**src/rtl/riscv_mem_pkg.sv**
```systemverilog
// riscv_mem_pkg
//   Shared types and constants for the core-to-memory-bus bridge.
//   - bridge_state_e : bridge FSM states
//   - WORD_ALIGN_MASK: low address bits that must be zero for a word access
//   - err_cause_e    : why an access completed with an error (kept for debug)
//   - is_misaligned  : helper that applies WORD_ALIGN_MASK to an address
package riscv_mem_pkg;

    typedef enum logic [1:0] {
        ST_IDLE   = 2'd0,
        ST_REQ    = 2'd1,
        ST_RDWAIT = 2'd2,
        ST_DONE   = 2'd3
    } bridge_state_e;

    localparam logic [1:0] WORD_ALIGN_MASK = 2'b11;

    typedef enum logic [1:0] {
        ERR_NONE     = 2'd0,
        ERR_MISALIGN = 2'd1,
        ERR_TIMEOUT  = 2'd2
    } err_cause_e;

    // A word access is misaligned when any of the masked low address bits is set.
    function automatic logic is_misaligned(input logic [1:0] low_bits);
        return (low_bits & WORD_ALIGN_MASK) != 2'b00;
    endfunction

endpackage

```
**src/rtl/mem_bridge_wdog.sv**
```systemverilog
// mem_bridge_wdog
//   Watchdog counter for the memory bridge. Counts the cycles for which
//   'enable' is high since the last 'clear'. 'expired' is raised during the
//   TIMEOUT-th enabled cycle, so the bridge leaves its wait states exactly
//   TIMEOUT cycles after it entered them.
//   Ports:
//     clk     in  system clock, rising edge
//     reset   in  synchronous, active-high
//     clear   in  restart the count (new access accepted)
//     enable  in  bridge is waiting on the bus this cycle
//     expired out limit reached this cycle
module mem_bridge_wdog
    import riscv_mem_pkg::*;
#(
    parameter int TIMEOUT = 255
) (
    input  logic clk,
    input  logic reset,
    input  logic clear,
    input  logic enable,
    output logic expired
);

    localparam int CNT_W = (TIMEOUT < 2) ? 1 : $clog2(TIMEOUT + 1);
    localparam logic [CNT_W-1:0] LAST_COUNT = CNT_W'(TIMEOUT - 1);

    logic [CNT_W-1:0] count_d;
    logic [CNT_W-1:0] count_q;

    // Expiry is flagged on the last allowed waiting cycle rather than one
    // cycle later, so the bridge reaches DONE exactly TIMEOUT cycles after
    // it started waiting.
    assign expired = enable && (count_q == LAST_COUNT);

    // The count holds once expired; the next acceptance clears it.
    always_comb begin
        count_d = count_q;
        if (clear) begin
            count_d = '0;
        end else if (enable && !expired) begin
            count_d = count_q + CNT_W'(1);
        end
    end

    always_ff @(posedge clk) begin
        if (reset) begin
            count_q <= '0;
        end else begin
            count_q <= count_d;
        end
    end

endmodule

```
**src/rtl/mem_bridge.sv**
```systemverilog
// mem_bridge
//   Bridges the multi-cycle core's shared memory port (fetch/load/store) to a
//   variable-latency bus with request/grant and read-valid handshakes. Each
//   accepted access is latched, driven on the bus until completion, and
//   signalled back with a one-cycle core_done. Read data is held in
//   core_rdata until the next successful read.
//   Optional feature: define MEM_BRIDGE_TIMEOUT_EN to add a watchdog that
//   aborts an access with core_err after TIMEOUT cycles of waiting.
//   Ports:
//     clk, reset                 clock, synchronous active-high reset
//     core_req/we/addr/wdata     core access request (sampled when core_ready)
//     core_ready                 bridge idle, request accepted this cycle
//     core_stall                 access in flight on the bus
//     core_done/core_err         completion pulse and its error flag
//     core_rdata                 last successful read data, held
//     mem_req/we/addr/wdata      bus request side
//     mem_gnt                    bus accepted the request this cycle
//     mem_rvalid/mem_rdata       bus read response
module mem_bridge
    import riscv_mem_pkg::*;
#(
    parameter int ADDR_W = 32,
    parameter int DATA_W = 32
`ifdef MEM_BRIDGE_TIMEOUT_EN
    ,
    parameter int TIMEOUT = 255
`endif
) (
    input  logic              clk,
    input  logic              reset,
    input  logic              core_req,
    input  logic              core_we,
    input  logic [ADDR_W-1:0] core_addr,
    input  logic [DATA_W-1:0] core_wdata,
    output logic              core_ready,
    output logic              core_stall,
    output logic              core_done,
    output logic              core_err,
    output logic [DATA_W-1:0] core_rdata,
    output logic              mem_req,
    output logic              mem_we,
    output logic [ADDR_W-1:0] mem_addr,
    output logic [DATA_W-1:0] mem_wdata,
    input  logic              mem_gnt,
    input  logic              mem_rvalid,
    input  logic [DATA_W-1:0] mem_rdata
);

    bridge_state_e     state_d,     state_q;
    logic              we_d,        we_q;
    logic [ADDR_W-1:0] addr_d,      addr_q;
    logic [DATA_W-1:0] wdata_d,     wdata_q;
    logic [DATA_W-1:0] rdata_d,     rdata_q;
    err_cause_e        err_cause_d, err_cause_q;
    logic              wdog_expired;

    // Every output is either a latch or a decode of the current state, so
    // the core and the bus never see a combinational path through the bridge.
    assign core_ready = (state_q == ST_IDLE);
    assign core_stall = (state_q == ST_REQ) || (state_q == ST_RDWAIT);
    assign core_done  = (state_q == ST_DONE);
    assign core_err   = (state_q == ST_DONE) && (err_cause_q != ERR_NONE);
    assign core_rdata = rdata_q;
    assign mem_req    = (state_q == ST_REQ);
    assign mem_we     = (state_q == ST_REQ) && we_q;
    assign mem_addr   = addr_q;
    assign mem_wdata  = wdata_q;

`ifdef MEM_BRIDGE_TIMEOUT_EN
    // The watchdog restarts on every accepted access and only counts while
    // the bridge is actually waiting on the bus.
    logic wdog_clear;
    assign wdog_clear = core_ready && core_req;

    mem_bridge_wdog #(
        .TIMEOUT (TIMEOUT)
    ) u_wdog (
        .clk     (clk),
        .reset   (reset),
        .clear   (wdog_clear),
        .enable  (core_stall),
        .expired (wdog_expired)
    );
`else
    assign wdog_expired = 1'b0;
`endif

    // Next-state and latch logic. Requests are only looked at in IDLE, grant
    // only in REQ and read-valid only in RDWAIT, so stray handshakes are
    // simply dropped. A grant or read-valid that lands on the same cycle as
    // a watchdog expiry wins, since the bus has already acted on it.
    always_comb begin
        state_d     = state_q;
        we_d        = we_q;
        addr_d      = addr_q;
        wdata_d     = wdata_q;
        rdata_d     = rdata_q;
        err_cause_d = err_cause_q;

        unique case (state_q)
            ST_IDLE: begin
                if (core_req) begin
                    we_d    = core_we;
                    addr_d  = core_addr;
                    wdata_d = core_wdata;
                    if (is_misaligned(core_addr[1:0])) begin
                        err_cause_d = ERR_MISALIGN;
                        state_d     = ST_DONE;
                    end else begin
                        err_cause_d = ERR_NONE;
                        state_d     = ST_REQ;
                    end
                end
            end
            ST_REQ: begin
                if (mem_gnt) begin
                    state_d = we_q ? ST_DONE : ST_RDWAIT;
                end else if (wdog_expired) begin
                    err_cause_d = ERR_TIMEOUT;
                    state_d     = ST_DONE;
                end
            end
            ST_RDWAIT: begin
                if (mem_rvalid) begin
                    rdata_d = mem_rdata;
                    state_d = ST_DONE;
                end else if (wdog_expired) begin
                    err_cause_d = ERR_TIMEOUT;
                    state_d     = ST_DONE;
                end
            end
            ST_DONE: begin
                state_d = ST_IDLE;
            end
            default: begin
                state_d = ST_IDLE;
            end
        endcase
    end

    // Reset abandons any in-flight access; the bus side must be reset too.
    always_ff @(posedge clk) begin
        if (reset) begin
            state_q     <= ST_IDLE;
            we_q        <= 1'b0;
            addr_q      <= '0;
            wdata_q     <= '0;
            rdata_q     <= '0;
            err_cause_q <= ERR_NONE;
        end else begin
            state_q     <= state_d;
            we_q        <= we_d;
            addr_q      <= addr_d;
            wdata_q     <= wdata_d;
            rdata_q     <= rdata_d;
            err_cause_q <= err_cause_d;
        end
    end

endmodule

```
**config.mk**
```make
export PLATFORM = sky130hd
export DESIGN_NAME = mem_bridge
export DESIGN_NICKNAME = d
export VERILOG_FILES = /design/src/rtl/riscv_mem_pkg.sv /design/src/rtl/mem_bridge_wdog.sv /design/src/rtl/mem_bridge.sv
export SDC_FILE = /design/constraint.sdc
export NUM_CORES = 1
export LEC_CHECK = 0
export BUFFER_PORTS_ARGS = -buffer_cell sky130_fd_sc_hd__buf_2
export CORE_MARGIN = 2
export CORE_UTILIZATION = 40
export DETAILED_ROUTE_END_ITERATION = 7
export HOLD_SLACK_MARGIN = 0.08
export PLACE_DENSITY_LB_ADDON = 0.3
export SYNTH_ARGS = -nofsm -noshare
export SYNTH_HDL_FRONTEND = slang
export SYNTH_SLANG_ARGS = --single-unit
```
**constraint.sdc**
```tcl
create_clock -name clk -period 3.4 [get_ports clk]
set_clock_uncertainty 0.1 [all_clocks]
set_input_delay 0.34 -clock clk [delete_from_list [all_inputs] [get_ports clk]]
set_output_delay 0.34 -clock clk [all_outputs]
set_load 0.005 [all_outputs]
```
==> results of run 1 <==
==> report_power, final <==
part / switching [mW] / leakage [nW] / total [mW] / internal [mW]
registers: 0.0914 / 0.817 / 1.45 / 1.35
clock network: 0.363 / 0.0890 / 0.694 / 0.331
logic: 0.557 / 1.36 / 0.916 / 0.359
total: 1.01 / 2.26 / 3.06 / 2.04
==> path summary, 6_finish.rpt <==
check | startpoint | end | slack, ps
setup reg to reg | state_q[0] | err_cause_q[0] | 1150
hold / removal | mem_rdata[25] | core_rdata[25] | 130
hold reg to reg | we_q | we_q | 350
setup / recovery | state_q[0] | err_cause_q[0] | 1150
==> cell families after synthesis <==
group	share of synthesized area, %
buffers and inverters	5.54
AND/OR/NAND/NOR	22.2
AO/OA/AOI/OAI	15.1
flip-flops	55.4
adder cells (fa/ha/maj)	1.73
==> synth_stat cells (all sizes together) <==
library cell | n | area share [%]
clkbuf | 15 | 1.6
dfxtp | 100 | 55
o2111ai | 1 | 0.24
a221oi | 1 | 0.24
nand2 | 196 | 20
nor2 | 3 | 0.31
a21oi | 97 | 14
nand2b | 3 | 0.52
a311oi | 1 | 0.24
nor3 | 1 | 0.14
inv | 2 | 0.21
a211oi | 2 | 0.42
a41o | 1 | 0.28
and2 | 5 | 0.87
buf | 18 | 3.8
ha | 5 | 1.7
==> sequential cells by signal (all words and copies together), names as in the netlist <==
signal and cells:
mem_wdata 32, state_q 2, mem_addr 32, core_rdata 32, err_cause_q 1, we_q 1
==> stage by stage <==
step | hold slack [ps] | setup WS, ps | util (%) | instance area (sq um)
finish | 128 | 1150 | 54.7 | 4770
global placement | 338 | 1280 | 52.7 | 4600
global route | 107 | 912 | 54.7 | 4770
CTS | 105 | 1130 | 54.7 | 4770
detailed placement | 343 | 1160 | 52.7 | 4600
floorplan | 332 | 1800 | - | 3610
==> worst min-delay path: cells and delay by family <==
kind	cells	cell delay (ps)
buffers and inverters	1	100
and+or+nand+nor	1	40
AOI/OAI and AO/OA	1	50
==> final cells by class <==
cell class,instances,area (sq um)
well taps,108,135
multi-input cells,316,1410
repair buffers,206,1040
fillers,850,3950
clock buffers,11,131
inverters,2,7.51
clock inverters,3,40.0
flip-flops and latches,100,2000
==> routing by layer <==
layer | part of all wire, % | GRT usage, % | wire (um)
met5 | 0 | 0 | 0
met4 | 1.0 | 4.85 | 99
met3 | 9.7 | 7.80 | 922
met2 | 48 | 31.2 | 4530
met1 | 41 | 20.8 | 3930
==> impl_metrics.env, run 1 <==
export IMPL_clk_transition_reported_paths_ps=90
export IMPL_leakagePower_nw=2.26
export IMPL_yosys_warnings=0
export IMPL_overflow=0
export IMPL_rsz0062_at_grt="false"
export IMPL_maxCapViolCount=0
export IMPL_tritoncts="yes"
export IMPL_cts_max_path_buffers=2
export IMPL_avgSynthCellArea_sq_um=8.01
export IMPL_p_per_area_nw_per_um2=641
export IMPL_cp_slowest_cell="buf_4"
export IMPL_gp_congestion=0.805
export IMPL_io_pins=204
export IMPL_cp_depth=6
export IMPL_hold_path_class="in -> reg"
export IMPL_ant_nets=0
export IMPL_min_period_over_period_pct=66.1
export IMPL_synth_seq_cells=100
export IMPL_rows=34
export IMPL_area_growth_pct=32.1
export IMPL_critical_path_class="reg -> reg"
export IMPL_final_cell_mix="buf_2, nand2_1, dfxtp_1"
export IMPL_cp_max_fo=47
export IMPL_finalNonFillerCells=746
export IMPL_syn_area_sq_um=3610
export IMPL_synth_cell_type_count=21
export IMPL_dp_hpwl_um=6860
export IMPL_total_power_mw=3.06
export IMPL_wl_um=9480
export IMPL_root_buffer="clkbuf_8"
export IMPL_drc=0
export IMPL_clkLatencyLatePin_ps=340
export IMPL_drive_gt1_share_pct=34.8
export IMPL_setup_violations=0
export IMPL_fin_setup_tns_ps=0
export IMPL_fp_dieArea_sq_um=9800
export IMPL_seq_area_frac_synth_pct=55.4
export IMPL_hold_depth=3
export IMPL_routedWlPerCell_um=12.7
export IMPL_cts_hold_buf=0
export IMPL_slew_limit_headroom_pct=27.8
export IMPL_cp_top_family="buffers and inverters"
export IMPL_start_util_pct=41.4
export IMPL_grt_pass1_wl_um=14600
export IMPL_antenna_found_initial=0
export IMPL_cp_num_buf_inv=2
export IMPL_die_x_um=99.0
export IMPL_grtUsageTotal_pct=18.2
export IMPL_maxClockFrequency_mhz=445
export IMPL_grt_max_degree=67
export IMPL_htree_num_levels=3
export IMPL_r2r_cells=6
export IMPL_grt_pass1_vias=3243
export IMPL_cts_made_buffers=9
export IMPL_hold_viol=0
export IMPL_worst_pin_slew_ps=1080
export IMPL_drtIter0Drc=66
export IMPL_vias=3498
export IMPL_end_kind="register"
export IMPL_final_common_cell="buf_2"
export IMPL_drtPass1Iterations=4
export IMPL_coreArea_sq_um=8720
export IMPL_maxSlewViolCount=0
export IMPL_via_per_inst=4.69
export IMPL_chipHeight_um=99.0
export IMPL_post_cts_buffers=0
export IMPL_synth_cells=451
export IMPL_cts_sinks=100
export IMPL_critical_path_max_stage_delay_ps=490
export IMPL_syn_nets=558
export IMPL_final_nets=742
export IMPL_antenna_cells=0
export IMPL_dp_cells=732
export IMPL_peakVddDrop_uv=344
export IMPL_status="finished clean"
export IMPL_arrival_ps=2400
export IMPL_finalCriticalPeriod_ps=2250
export IMPL_cts_resized=0
export IMPL_worstPathCellList="inv_1 -> ha_1 -> and2_2 -> buf_4 -> nor2_1 -> a211oi_1"
export IMPL_io_buffers=203
export IMPL_worstSetupStartpointType="register"
export IMPL_cp_required_ps=3550
Note: power is estimated with default switching activity, not from simulation.
==> run 2, diff against run 1 <==
--- a/config.mk
+++ b/config.mk
@@ -5,6 +5,7 @@
 export SDC_FILE = /design/constraint.sdc
 export NUM_CORES = 1
 export LEC_CHECK = 0
+export ABC_AREA = 1
 export BUFFER_PORTS_ARGS = -buffer_cell sky130_fd_sc_hd__buf_2
 export CORE_MARGIN = 2
 export CORE_UTILIZATION = 40
==> constraint.sdc (replaced) <==
create_clock -name clk -period 2.3 [get_ports clk]
set_clock_uncertainty 0.1 [all_clocks]
set_input_delay 0.23 -clock clk [delete_from_list [all_inputs] [get_ports clk]]
set_output_delay 0.23 -clock clk [all_outputs]
set_load 0.005 [all_outputs]
==> run 2 against run 1 <==
Against the previous run:
- via count rose by 15%
- synthesized cell count up 2.7%
- wire length grew 22%
- core utilization is 12 points higher
- global-route usage grew 5.1 points
- area after synthesis fell by 0.21%
- non-clock buffer count increased by 101
- cell area increased by 22%
- final cell count up 16%
- total power up 75%
- sequential cell count unchanged
- largest cell class is now non-clock buffers
- highest routed layer unchanged
==> impl_metrics.env, run 2 <==
export IMPL_final_common_cell="buf_2"
export IMPL_cts_sinks=100
export IMPL_clkLatencyLatePin_ps=350
export IMPL_vias=4028
export IMPL_antenna_found_initial=0
export IMPL_grt_pass1_wl_um=18400
export IMPL_synthSimpleGateAreaFrac_pct=22.5
export IMPL_fp_dieArea_sq_um=9780
export IMPL_gp_congestion=0.742
export IMPL_io_buffers=203
export IMPL_ant_nets=0
export IMPL_setup_violations=0
export IMPL_worstSetupStartpointType="register"
export IMPL_synth_xor_area_share_pct=0
export IMPL_hold_viol=0
export IMPL_wl_um=11600
export IMPL_routedWlPerCell_um=13.4
export IMPL_synth_fa_ha_area_share_pct=1.74
export IMPL_synth_cell_type_count=15
export IMPL_clk_transition_reported_paths_ps=90
export IMPL_p_per_area_nw_per_um2=917
export IMPL_area_growth_pct=62.0
export IMPL_synth_compound_area_share_pct=14.2
export IMPL_muxShareOfSynthArea_pct=0
export IMPL_seq_area_frac_synth_pct=55.6
export IMPL_start_util_pct=41.3
export IMPL_dp_hpwl_um=6870
export IMPL_die_x_um=98.9
export IMPL_worst_pin_slew_ps=963
export IMPL_peakVddDrop_uv=403
export IMPL_antenna_cells=0
export IMPL_final_nets=858
export IMPL_synth_seq_cells=100
export IMPL_rows=34
export IMPL_overflow=0
export IMPL_synth_area_leaders="dfxtp_1, nor2_1, o21ai_0, buf_6, ha_1"
export IMPL_rsz0062_at_grt="false"
export IMPL_avgSynthCellArea_sq_um=7.78
export IMPL_synthFlopType="dfxtp_1"
export IMPL_grt_max_degree=59
export IMPL_cts_made_buffers=9
export IMPL_chipHeight_um=98.9
export IMPL_critical_path_class="reg -> reg"
export IMPL_min_period_over_period_pct=84.9
export IMPL_finalCriticalPeriod_ps=1950
export IMPL_root_buffer="clkbuf_8"
export IMPL_hold_path_class="in -> reg"
export IMPL_drtIter0Drc=114
export IMPL_grtUsageTotal_pct=23.3
export IMPL_drive_gt1_share_pct=29.8
export IMPL_synth_common_cells="nor2_1, dfxtp_1, o21ai_0"
export IMPL_rrSetupSlack_ps=350
export IMPL_synth_edf_count=0
export IMPL_holdWs_ps=250
export IMPL_cts_max_path_buffers=2
export IMPL_status="finished clean"
export IMPL_cp_required_ps=2490
export IMPL_final_cell_mix="buf_2, nor2_1, dfxtp_1"
export IMPL_post_cts_buffers=0
export IMPL_syn_area_sq_um=3600
export IMPL_maxClockFrequency_mhz=512
export IMPL_yosys_area_top_type_share_pct=55.6
export IMPL_htree_num_levels=3
export IMPL_via_per_inst=4.67
export IMPL_maxSlewViolCount=0
export IMPL_slew_limit_headroom_pct=35.7
export IMPL_synth_top_area_cell="dfxtp_1"
export IMPL_end_kind="register"
export IMPL_synth_top_family_by_area="simple AND/OR/NAND/NOR gates"
export IMPL_maxCapViolCount=0
export IMPL_yosys_cell_count_top_type="nor2_1"
export IMPL_io_pins=204
export IMPL_arrival_ps=2140
export IMPL_cp_max_fo=37
export IMPL_synthArstFlopShare_pct=0
export IMPL_yosys_warnings=0
export IMPL_leakagePower_nw=2.87
export IMPL_synth_cells=463
export IMPL_syn_nets=570
export IMPL_drtPass1Iterations=4
export IMPL_drc=0
export IMPL_fin_setup_tns_ps=0
export IMPL_grt_pass1_vias=3944
export IMPL_coreArea_sq_um=8720
export IMPL_total_power_mw=5.35
export IMPL_tritoncts="yes"
==> run 2: changes by cell type in the layout (fill, tap and decap cells not counted), moves of 8 or more <==
cell / delta
inv_1: +8
o21ai_0: +92
nand2_1: -180
dlygate4sd3_1: +98
nor2_1: +192
a21oi_1: -92
==> run 2: repair_timing <==
action                                 CTS  global route
endpoints found under the hold margin  100             0
setup endpoints to repair                0             0
resized for setup                        0             0
hold buffers                            98             0
==> run 2: critical path, cell delays in order (launching register included) <==
cell and delay (ps):
dfxtp_1 360, inv_1 120, ha_1 260, nand2_2 270, inv_2 120, buf_4 350
o21ai_0 150, a21oi_1 130
==> run 2: cell type report <==
type | count | area (sq um)
multi-input combinational | 321 | 1380
inverter | 12 | 45.0
sequential | 100 | 2000
tap | 108 | 135
fill | 721 | 2880
clock buffer | 11 | 131
timing repair buffer | 307 | 2070
clock inverter | 4 | 75.1
==> run 2: kinds of logic (layout without fill, tap and decap cells) <==
group / after synthesis / count (layout)
simple gates: 214 / 214
compound gates: 102 / 102
flops: 100 / 100
buf+inv: 42 / 334
fa+ha+maj: 5 / 5
==> run 2: worst paths after layout <==
check | start | to | depth (start not counted)
worst min-delay path | mem_gnt | state_q[0] | 7
worst max register to register | state_q[0] | err_cause_q[0] | 7
worst min register to register | err_cause_q[0] | err_cause_q[0] | 2
worst max-delay path | state_q[0] | err_cause_q[0] | 7
==> run 2: through the flow <==
step / worst slack, ps / util (%) / instance area (sq um) / std cells
2_1_floorplan: 834 / - / 3600 / 463
3_3_place_gp: 432 / 53.3 / 4650 / 750
3_5_place_dp: 349 / 53.3 / 4650 / 750
4_1_cts: 324 / 66.9 / 5840 / 863
5_1_grt: 111 / 66.9 / 5840 / 863
6_report: 347 / 66.9 / 5840 / 863
==> run 2: routing by layer <==
metal	track usage, %	wire length [um]	vias to the layer above
li1	-	-	2038
met1	26.5	4680	1792
met2	40.9	5670	173
met3	6.60	961	25
met4	9.69	283	0
met5	0	0	-
==> run 2: power by group <==
group	internal [mW]	switching (mW)	total (mW)
logic	0.816	0.988	1.80
registers	2.14	0.219	2.36
clock network	0.608	0.578	1.19
==> run 3, diff against run 2 <==
--- a/config.mk
+++ b/config.mk
@@ -5,10 +5,10 @@
 export SDC_FILE = /design/constraint.sdc
 export NUM_CORES = 1
 export LEC_CHECK = 0
-export ABC_AREA = 1
+export ABC_AREA = 0
 export BUFFER_PORTS_ARGS = -buffer_cell sky130_fd_sc_hd__buf_2
 export CORE_MARGIN = 2
-export CORE_UTILIZATION = 40
+export CORE_UTILIZATION = 39
 export DETAILED_ROUTE_END_ITERATION = 7
 export HOLD_SLACK_MARGIN = 0.08
 export PLACE_DENSITY_LB_ADDON = 0.3
==> constraint.sdc (replaced) <==
create_clock -name clk -period 1.72 [get_ports clk]
set_clock_uncertainty 0.1 [all_clocks]
set_input_delay 0.172 -clock clk [delete_from_list [all_inputs] [get_ports clk]]
set_output_delay 0.172 -clock clk [all_outputs]
set_load 0.005 [all_outputs]
==> run 3 against run 2 <==
Against the previous run:
- total power grew 24%
- wire length barely moved
- global-route usage shrank 1.4 points
- non-clock buffer count is 2 higher
- die area increased by 2.7%
- first-iteration DRC count is 0.88% higher
- critical path type is now reg -> out
- critical endpoint is now core_stall
==> impl_metrics.env, run 3 (synthesized netlist as in run 1, its figures left out) <==
export IMPL_status="finished clean"
export IMPL_area_growth_pct=63.4
export IMPL_drtIter0Drc=115
export IMPL_final_cell_mix="buf_2, nand2_1, dfxtp_1"
export IMPL_overflow=0
export IMPL_clkPwrFrac_pct=23.0
export IMPL_leakagePower_nw=2.74
export IMPL_end_kind="output port"
export IMPL_clk_transition_reported_paths_ps=100
export IMPL_cp_max_fo=4
export IMPL_min_period_over_period_pct=92.6
export IMPL_antenna_cells=0
export IMPL_setup_violations=0
export IMPL_clkLatencyLatePin_ps=350
export IMPL_final_nets=845
export IMPL_grt_pass1_wl_um=17700
export IMPL_drc=0
export IMPL_intPower_mw=4.43
export IMPL_hold_viol=0
export IMPL_pwr_share_comb_pct=33.7
export IMPL_wl_um=11600
export IMPL_drtPass1Iterations=4
export IMPL_worstPathCellList="inv_1 -> ha_2 -> buf_2"
export IMPL_coreArea_sq_um=9110
export IMPL_fp_dieArea_sq_um=10000
export IMPL_io_pins=204
export IMPL_maxCapViolCount=0
export IMPL_peakVddDrop_uv=526
export IMPL_post_place_ws_ps=44.6
export IMPL_routedWlPerCell_um=13.6
export IMPL_netSwitchingFraction_pct=33.3
export IMPL_final_common_cell="buf_2"
export IMPL_cts_made_buffers=9
export IMPL_maxSlewViolCount=0
export IMPL_grtUsageTotal_pct=21.9
export IMPL_timing_critical_path_from="state_q[0]"
export IMPL_rsz0062_at_grt="false"
export IMPL_fin_setup_tns_ps=0
export IMPL_rows=35
export IMPL_finalCriticalPeriod_ps=1590
export IMPL_switching_power_mw=2.21
export IMPL_slew_limit_headroom_pct=71.2
export IMPL_arrival_ps=1320
export IMPL_grt_pass1_vias=3875
export IMPL_worstSetupStartpointType="register"
export IMPL_io_buffers=203
export IMPL_finalNonFillerCells=854
export IMPL_critical_path_class="reg -> out"
export IMPL_placed_area_sq_um=4690
export IMPL_cts_sinks=100
export IMPL_min_delay_start="reset"
export IMPL_chipHeight_um=100
export IMPL_worst_slack_ps=127
export IMPL_ant_nets=0
export IMPL_rrSetupSlack_ps=140
export IMPL_p_per_area_nw_per_um2=1120
export IMPL_timing_rr_start="state_q[0]"
export IMPL_root_buffer="clkbuf_8"
export IMPL_dp_hpwl_um=7030
export IMPL_stdcell_area_sq_um=5900
export IMPL_grt_max_degree=63
export IMPL_start_util_pct=39.6
export IMPL_drive_gt1_share_pct=31.4
export IMPL_die_x_um=100
export IMPL_hold_path_class="in -> reg"
export IMPL_dp_cells=740
export IMPL_final_core_util_pct=64.8
export IMPL_via_per_inst=4.65
export IMPL_tritoncts="yes"
export IMPL_gp_congestion=0.785
export IMPL_critical_path_max_stage_delay_ps=410
export IMPL_vias=3974
export IMPL_cp_slowest_cell="dfxtp_1"
export IMPL_htree_num_levels=3
export IMPL_total_power_mw=6.64
export IMPL_holdWs_ps=142
export IMPL_worst_pin_slew_ps=432
export IMPL_cts_max_path_buffers=2
export IMPL_seq_power_share_pct=43.3
export IMPL_cp_required_ps=1450
export IMPL_maxClockFrequency_mhz=628
export IMPL_antenna_found_initial=0
export IMPL_post_cts_buffers=0
run 3: layer usage:
metal	up-vias	part of all wire [%]	global-route usage [%]
met3	11	7.2	6.75
li1	2016	-	-
met4	0	0.90	6.32
met2	150	52	40.8
met5	-	0	0
met1	1797	40	23.7
run 3: power groups by stage:
stage / clock network (mW) / logic [mW] / registers (mW)
2_1_floorplan: 0 / 1.21 / 2.94
3_3_place_gp: 0 / 1.91 / 2.89
3_5_place_dp: 0 / 1.96 / 2.91
4_1_cts: 1.58 / 2.14 / 2.86
5_1_grt: 1.67 / 2.51 / 2.91
6_report: 1.53 / 2.24 / 2.87
run 3: area by class of cell:
type,count,area (sq um)
tap,111,139
timing repair buffer,309,2130
fill,742,3210
clock buffer,11,141
sequential,100,2000
multi-input combinational,316,1420
inverter,2,7.51
clock inverter,5,60.1
run 3: critical path: cells and delay by family (launching register included):
| family | cells | cell delay [ps] |
|---|---|---|
| buf+inv | 2 | 230 |
| fa+ha+maj | 1 | 330 |
| flops | 1 | 410 |
run 3: path summary, 6_finish.rpt:
path                          to  cells after the start
setup reg to reg    mem_addr[20]                      6
hold reg to reg   core_rdata[18]                      2
setup / recovery      core_stall                      3
hold / removal       mem_addr[1]                      2
run 3: timing repair:
action	CTS	global route
hold endpoints to repair	97	0
hold buffers	97	0
endpoints found under the setup margin	0	79
resized for setup	0	5
